### src/rtl/mul_div_unit.sv
// Iterative unsigned multiply/divide unit: shift-add multiply, restoring divide,
// WIDTH iterations per operation followed by a one-cycle write-back strobe.
module mul_div_unit #(
  parameter int WIDTH  = 16,
  parameter int ADDR_W = 4
) (
  input  logic              clk,
  input  logic              rst,
  input  logic              start,
  input  logic              op,
  input  logic [WIDTH-1:0]  operand_a,
  input  logic [WIDTH-1:0]  operand_b,
  input  logic [ADDR_W-1:0] dest_in,
  output logic              busy,
  output logic              done,
  output logic              reg_write_out,
  output logic [ADDR_W-1:0] dest_out,
  output logic [WIDTH-1:0]  result_lo,
  output logic [WIDTH-1:0]  result_hi,
  output logic              div_zero
);

  localparam int CNT_W = $clog2(WIDTH + 1);

  typedef enum logic [1:0] {IDLE, RUN, DONE} state_t;

  state_t             state, state_nxt;
  logic               op_r;
  logic [WIDTH-1:0]   a_r, b_r;
  logic [CNT_W-1:0]   cnt;
  logic [2*WIDTH:0]   acc, acc_step, shifted;
  logic [WIDTH:0]     mul_sum, rem_sh;
  logic               accept, last_iter;

  assign accept        = start && (state != RUN);
  assign last_iter     = (state == RUN) && (cnt == CNT_W'(WIDTH - 1));
  assign busy          = (state == RUN);
  assign done          = (state == DONE);
  assign reg_write_out = done;

  // NOTE: every variable assigned in always_comb gets a default first, so no
  // path through the block can leave it unassigned and infer a latch.
  always_comb begin
    state_nxt = state;
    case (state)
      IDLE:    if (start) state_nxt = RUN;
      RUN:     if (last_iter) state_nxt = DONE;
      DONE:    state_nxt = start ? RUN : IDLE;
      default: state_nxt = IDLE;
    endcase
  end

  // NOTE: sequential state uses non-blocking assignments only, so every
  // register samples pre-edge values regardless of statement order.
  always_ff @(posedge clk) begin
    if (rst) state <= IDLE;
    else     state <= state_nxt;
  end

  // Multiply: acc[2W-1:W] accumulates, acc[W-1:0] holds the multiplier being shifted out.
  // Divide: acc[2W:W] is the partial remainder, acc[W-1:0] shifts dividend out / quotient in.
  always_comb begin
    mul_sum  = {1'b0, acc[2*WIDTH-1:WIDTH]} + {1'b0, (acc[0] ? a_r : WIDTH'(0))};
    shifted  = {acc[2*WIDTH-1:0], 1'b0};
    rem_sh   = shifted[2*WIDTH:WIDTH];
    acc_step = {1'b0, mul_sum, acc[WIDTH-1:1]};
    if (op_r) begin
      if (rem_sh >= {1'b0, b_r})
        acc_step = {rem_sh - {1'b0, b_r}, shifted[WIDTH-1:1], 1'b1};
      else
        acc_step = shifted;
    end
  end

  always_ff @(posedge clk) begin
    if (rst) begin
      op_r      <= 1'b0;
      a_r       <= '0;
      b_r       <= '0;
      cnt       <= '0;
      acc       <= '0;
      dest_out  <= '0;
      result_lo <= '0;
      result_hi <= '0;
      div_zero  <= 1'b0;
    end else if (accept) begin
      op_r     <= op;
      a_r      <= operand_a;
      b_r      <= operand_b;
      dest_out <= dest_in;
      cnt      <= '0;
      acc      <= {(WIDTH + 1)'(0), (op ? operand_a : operand_b)};
    end else if (state == RUN) begin
      acc <= acc_step;
      cnt <= cnt + CNT_W'(1);
      if (last_iter) begin
        if (op_r && (b_r == '0)) begin
          result_lo <= '1;
          result_hi <= a_r;
          div_zero  <= 1'b1;
        end else begin
          result_lo <= acc_step[WIDTH-1:0];
          result_hi <= acc_step[2*WIDTH-1:WIDTH];
          div_zero  <= 1'b0;
        end
      end
    end
  end

endmodule

### config.mk
export PLATFORM = sky130hd
export DESIGN_NAME = mul_div_unit
export DESIGN_NICKNAME = d
export VERILOG_FILES = /design/src/rtl/mul_div_unit.sv
export SDC_FILE = /design/constraint.sdc
export NUM_CORES = 1
export LEC_CHECK = 0
export ABC_AREA = 1
export CAP_MARGIN = 20
export CORE_MARGIN = 4
export CORE_UTILIZATION = 29
export DETAILED_ROUTE_END_ITERATION = 7
export GPL_TIMING_DRIVEN = 0
export SLEW_MARGIN = 0
export SYNTH_ARGS = -nofsm -noshare
export SYNTH_HDL_FRONTEND = slang
export SYNTH_SLANG_ARGS = --single-unit
### constraint.sdc
create_clock -name clk -period 2.4 [get_ports clk]
set_input_delay 0.48 -clock clk [delete_from_list [all_inputs] [get_ports clk]]
set_output_delay 0.48 -clock clk [all_outputs]
set_load 0.1 [all_outputs]
======== Yosys cells after proc, flatten, opt, wreduce, memory -nomap -nowiden ========
Cells that the tools add are included.
Widths: inputs -> output; s select.
operators by class
  shift-type cells ........................ 0
  muxes and demuxes ....................... 13
  reductions and logical operators ........ 9
  $lt $le $gt $ge ......................... 1
  add/sub/neg operators ................... 3
  $mul .................................... 0
  divide/modulo/power cells ............... 0
  eq/ne operators ......................... 6
  bitwise gates (word level) .............. 1
operators with widths
  cell                 count
  $mux 16              6
  $mux 32              2
  $add 16x16->17       1
  $ge 17x16->1         1
  $logic_not 16->1     1
  $sub 16x16->16       1
  $pmux 2 s3           1
  $add 5x1->5 const B  1
  $eq 5x4->1 const B   1
  $mux 2               2
  $ne 2x1->1 const B   2
  $logic_and 1x1->1    3
  $reduce_and 3->1     1
  $eq 2x1->1 const B   1
  $eq 2x2->1 const B   1
  $logic_not 2->1      1
  $mux 1               2
  $ne 2x2->1 const B   1
  $reduce_and 2->1     1
  $reduce_bool 2->1    1
  $reduce_or 2->1      1
  $not 1->1            1
storage, ports and cells
  word-level logic and storage cells ...... 44
  bits in latches ......................... 0
  bits in registers ....................... 109
  bits of input ports ..................... 40
  bits in read-only memories .............. 0
  bits in writable memories ............... 0
  output and inout port bits .............. 40
  memories kept ........................... 0

======== Depth between registers and ports, before layout ========
  depth in word-level cells ............... 5
  mapped depth ............................ 19
  gate-level depth less buffers ........... 17

======== Worst setup path before layout ========
OpenSTA, ideal clock, no wires.
  path kind ............................... reg2out
  start ................................... register state[1]
  end ..................................... output port reg_write_out
  data required time ...................... 1920 ps
  data arrival time ....................... 2176 ps
  stages on the path, launching flop included .. 4
  slack ................................... -256 ps
  path buffers ............................ 1
  cell sequence ........................... dfxtp_1 -> inv_1 -> nor2_1 -> buf_4
on the way
  cells in the longest elaborated chain, start to end .. 1
ends and longest elaborated chain
  item                      RTL line  source
  start: declaration        27        state_t state, state_nxt;
  start signal: assignment  57        else state <= state_nxt;
  $eq 2x2->1                38        assign done = (state == DONE);
  end: declaration          16        output logic reg_write_out,
No other way between the ends.

======== Worst setup path in the final report ========
  start ................................... register div_zero
  end ..................................... output port div_zero
RTL lines
  item                      RTL line  source
  start: declaration        20        output logic div_zero
  start signal: assignment  85        div_zero <= 1'b0;
  start signal: assignment  100       div_zero <= 1'b1;
  start signal: assignment  104       div_zero <= 1'b0;
No word-level cell between the ends.

==> impl_metrics.toml <==
[run_status]
status = "completed"

[setup_path]
worst_r2r_startpoint = "acc[0]"
critPathBufInv = 1
crit_family = "buffers and inverters"
crit_path_top_delay_cell = "clkdlybuf4s50_1"
critical_path_required_ns = 1.92
crit_chain = "clkdlybuf4s50_1"
crit_arrival_ns = 1.88
worstSetupEndpointType = "primary output"
crit_fanout = 2
r2r_cells = 15
path_depth = 1
cp-start-kind = "flop"
crit_type = "reg -> out"
cpPeakStageDelay_ns = 1.17
crit_start = "div_zero"

[timing]
fin_ws_ns = 0.0403
holdWs_ns = 0.486
fmax_mhz = 424
fin_worst_skew_ns = 0.0116
hold_viol = 0
period_needed_ns = 2.36
fin_crit_sh = 0.983
rsz0062_at_grt = "no"
max_slew_margin = 0.315
drv_slew = 0
worst_pin_slew_ns = 1.02
setup_viol = 0

[clock_tree]
cts.sinks = 109
path_clk_slew_ns = 0.08
clk_path_buf_depth = 2
htreeDepth = 3
cts_hold_buffers = 0
cts_tree = "yes"
cts_buffers = 9
clock-root-buffer = "clkbuf_16"
insertion_delay_ns = 0.37

[synth]
synth_seq_cells = 109
ys_types = 42
syn_area_per_cell_um2 = 6.49
synth_nets = 1137
async_flop_share = 0
synth_top_area_share = 0.317
synthTopCellsByArea = "dfxtp_1 32%, nand2_1 17%, inv_1 7.8%"
synth_ff_type = "dfxtp_1"
ys_warn_count = 0
synth_edf_count = 0
syn_inst = 1061
synth_seq_area_share = 0.317
synth_area_leader_cell = "dfxtp_1"
synth_area_um2 = 6890

[route]
drc = 0
drt-wirelength-per-cell_um = 16.0
ant_nets = 0
vias = 7031
totalWireLength_mm = 23.6
drt-vias-per-instance = 4.77
drt_pass1_iterations = 5
drtIter0Drc = 528

[global_routing]
antenna_found_initial = 0
grt_usage = 0.179
grt-ovfl-total = 0
grt_max_degree = 19
grt_pass1_wl_mm = 36.5
first_global_vias = 6590

[power]
power_switching_uw = 1750
p_comb_frac = 0.287
powerDensity_nw_per_um2 = 575
ir_drop_mv = 0.341
p_int_uw = 3140
p_leak_uw = 0.00389
swShare = 0.358
power_frac_seq = 0.408
pwr-share-clk = 0.305

[placed_design]
io_buffers = 78
dpl_worst_slack_ns = -0.736
place_congestion = 0.915
dpl.hpwl_mm = 18.8

[layout]
diodes = 0
drive_above_1_share = 0.106
mostFrequentLayoutCells = "297 x nand2_1, 139 x inv_1, 106 x nor2_1"
fin_util = 0.363
final_net_count = 1228
fill_cells = 2592
syn2layout_area_growth_pct = 23.3
final_common_cell = "nand2_1"

[floorplan]
row_count = 56
initial_core_util = 0.294
pin_count = 80
fp.dieH_um = 162
core-area_um2 = 23400
die_area_um2 = 26300
die_x_um = 162

[hold_path]
min_path_cells = 2
hold_path_class = "reg -> reg"
min_from = "cnt[1]"

[job]
cap_violations = 0
[metal layers]
| layer | routed length, um | global-route usage |
|---|---|---|
| met5 | 0 | 0 |
| met4 | 549 | 0.0534 |
| met3 | 1450 | 0.0320 |
| met1 | 11400 | 0.252 |
| met2 | 10200 | 0.279 |
[layout make-up]
type / count / area (um2) / area share
Inverter: 153 / 577 / 0.0679
Clock inverter: 5 / 42.5 / 0.00501
Sequential cell: 109 / 2190 / 0.258
Clock buffer: 10 / 239 / 0.0281
Buffer: 44 / 223 / 0.0262
Multi-Input combinational cell: 754 / 4030 / 0.474
Timing Repair Buffer: 81 / 798 / 0.0940
Tap cell: 319 / 399 / 0.0470
[Yosys cell counts (2+ instances only)]
library cell,number
buf_4,2
or2_1,2
o21ai_0,81
nand2_2,7
nand2_1,303
nand3_1,54
buf_6,2
dfxtp_1,109
nor3_1,9
xor2_1,7
o21ai_1,3
nand3_2,9
or2_2,4
nor2_4,3
inv_1,143
a21oi_2,5
inv_2,10
buf_2,6
nor2_2,4
clkbuf_1,29
a221oi_1,13
o221a_2,14
ha_1,34
nand3b_1,6
a21oi_1,49
fa_1,2
xnor2_1,5
nand4_1,8
o22ai_1,15
nor2_1,107
buf_1,5
[metrics by stage]
stage	total power [uW]	instance area [um2]	std cells	setup TNS [ns]
global route	5160	8490	1475	0
floorplan	2970	6890	1061	0
global placement	3380	8070	1458	-10.59
CTS	4880	8370	1473	0
finish	4890	8490	1475	0
detailed placement	3380	8070	1458	-10.32
[power groups by stage]
stage	logic (uW)	registers, uW	clock network (uW)
after floorplan	938	2030	0
after global placement	1350	2030	0
after detailed placement	1350	2030	0
after CTS	1370	1990	1520
after global routing	1560	2000	1590
final	1400	2000	1490
[worst paths after layout]
| kind | to | slack, ns |
|---|---|---|
| min | cnt[1] | 0.49 |
| min reg2reg | cnt[1] | 0.49 |
| max | div_zero | 0.04 |
| max reg2reg | acc[29] | 0.13 |
[flip-flops by register name (all words and copies together), names as in the netlist]
signal / cells
op_r: 1
result_hi: 16
b_r: 16
result_lo: 16
acc: 32
cnt: 5
div_zero: 1
dest_out: 4
a_r: 16
state: 2
[cell families (layout without fill, tap and decap cells)]
| group | count (synthesis) | in the layout | synth area share |
|---|---|---|---|
| AO/OA/AOI/OAI | 186 | 186 | 0.163 |
| AND/OR/NAND/NOR | 520 | 520 | 0.323 |
| buffers and inverters | 198 | 293 | 0.115 |
| adder cells (fa/ha/maj) | 36 | 36 | 0.0676 |
| XOR/XNOR | 12 | 12 | 0.0153 |
| flip-flops | 109 | 109 | 0.317 |
[what timing repair did]
action,in CTS,in global routing
setup endpoints to repair,33,28
setup buffers,1,2
resized for setup,18,32
endpoints found under the hold margin,0,0
pin swaps,0,5
[worst reg2reg max path: stages, from the launching register on]
cell	delay, ns
dfxtp_4	0.36
buf_6	0.14
nand2_1	0.06
inv_1	0.07
ha_4	0.18
fa_2	0.37
nand3_1	0.09
nand2_2	0.08
nand2_1	0.06
nand2_1	0.09
nand2_1	0.10
nand3b_1	0.08
nand3_1	0.10
nand3_1	0.16
o21ai_0	0.18
inv_1	0.05
(Power assumes the default switching activity.)
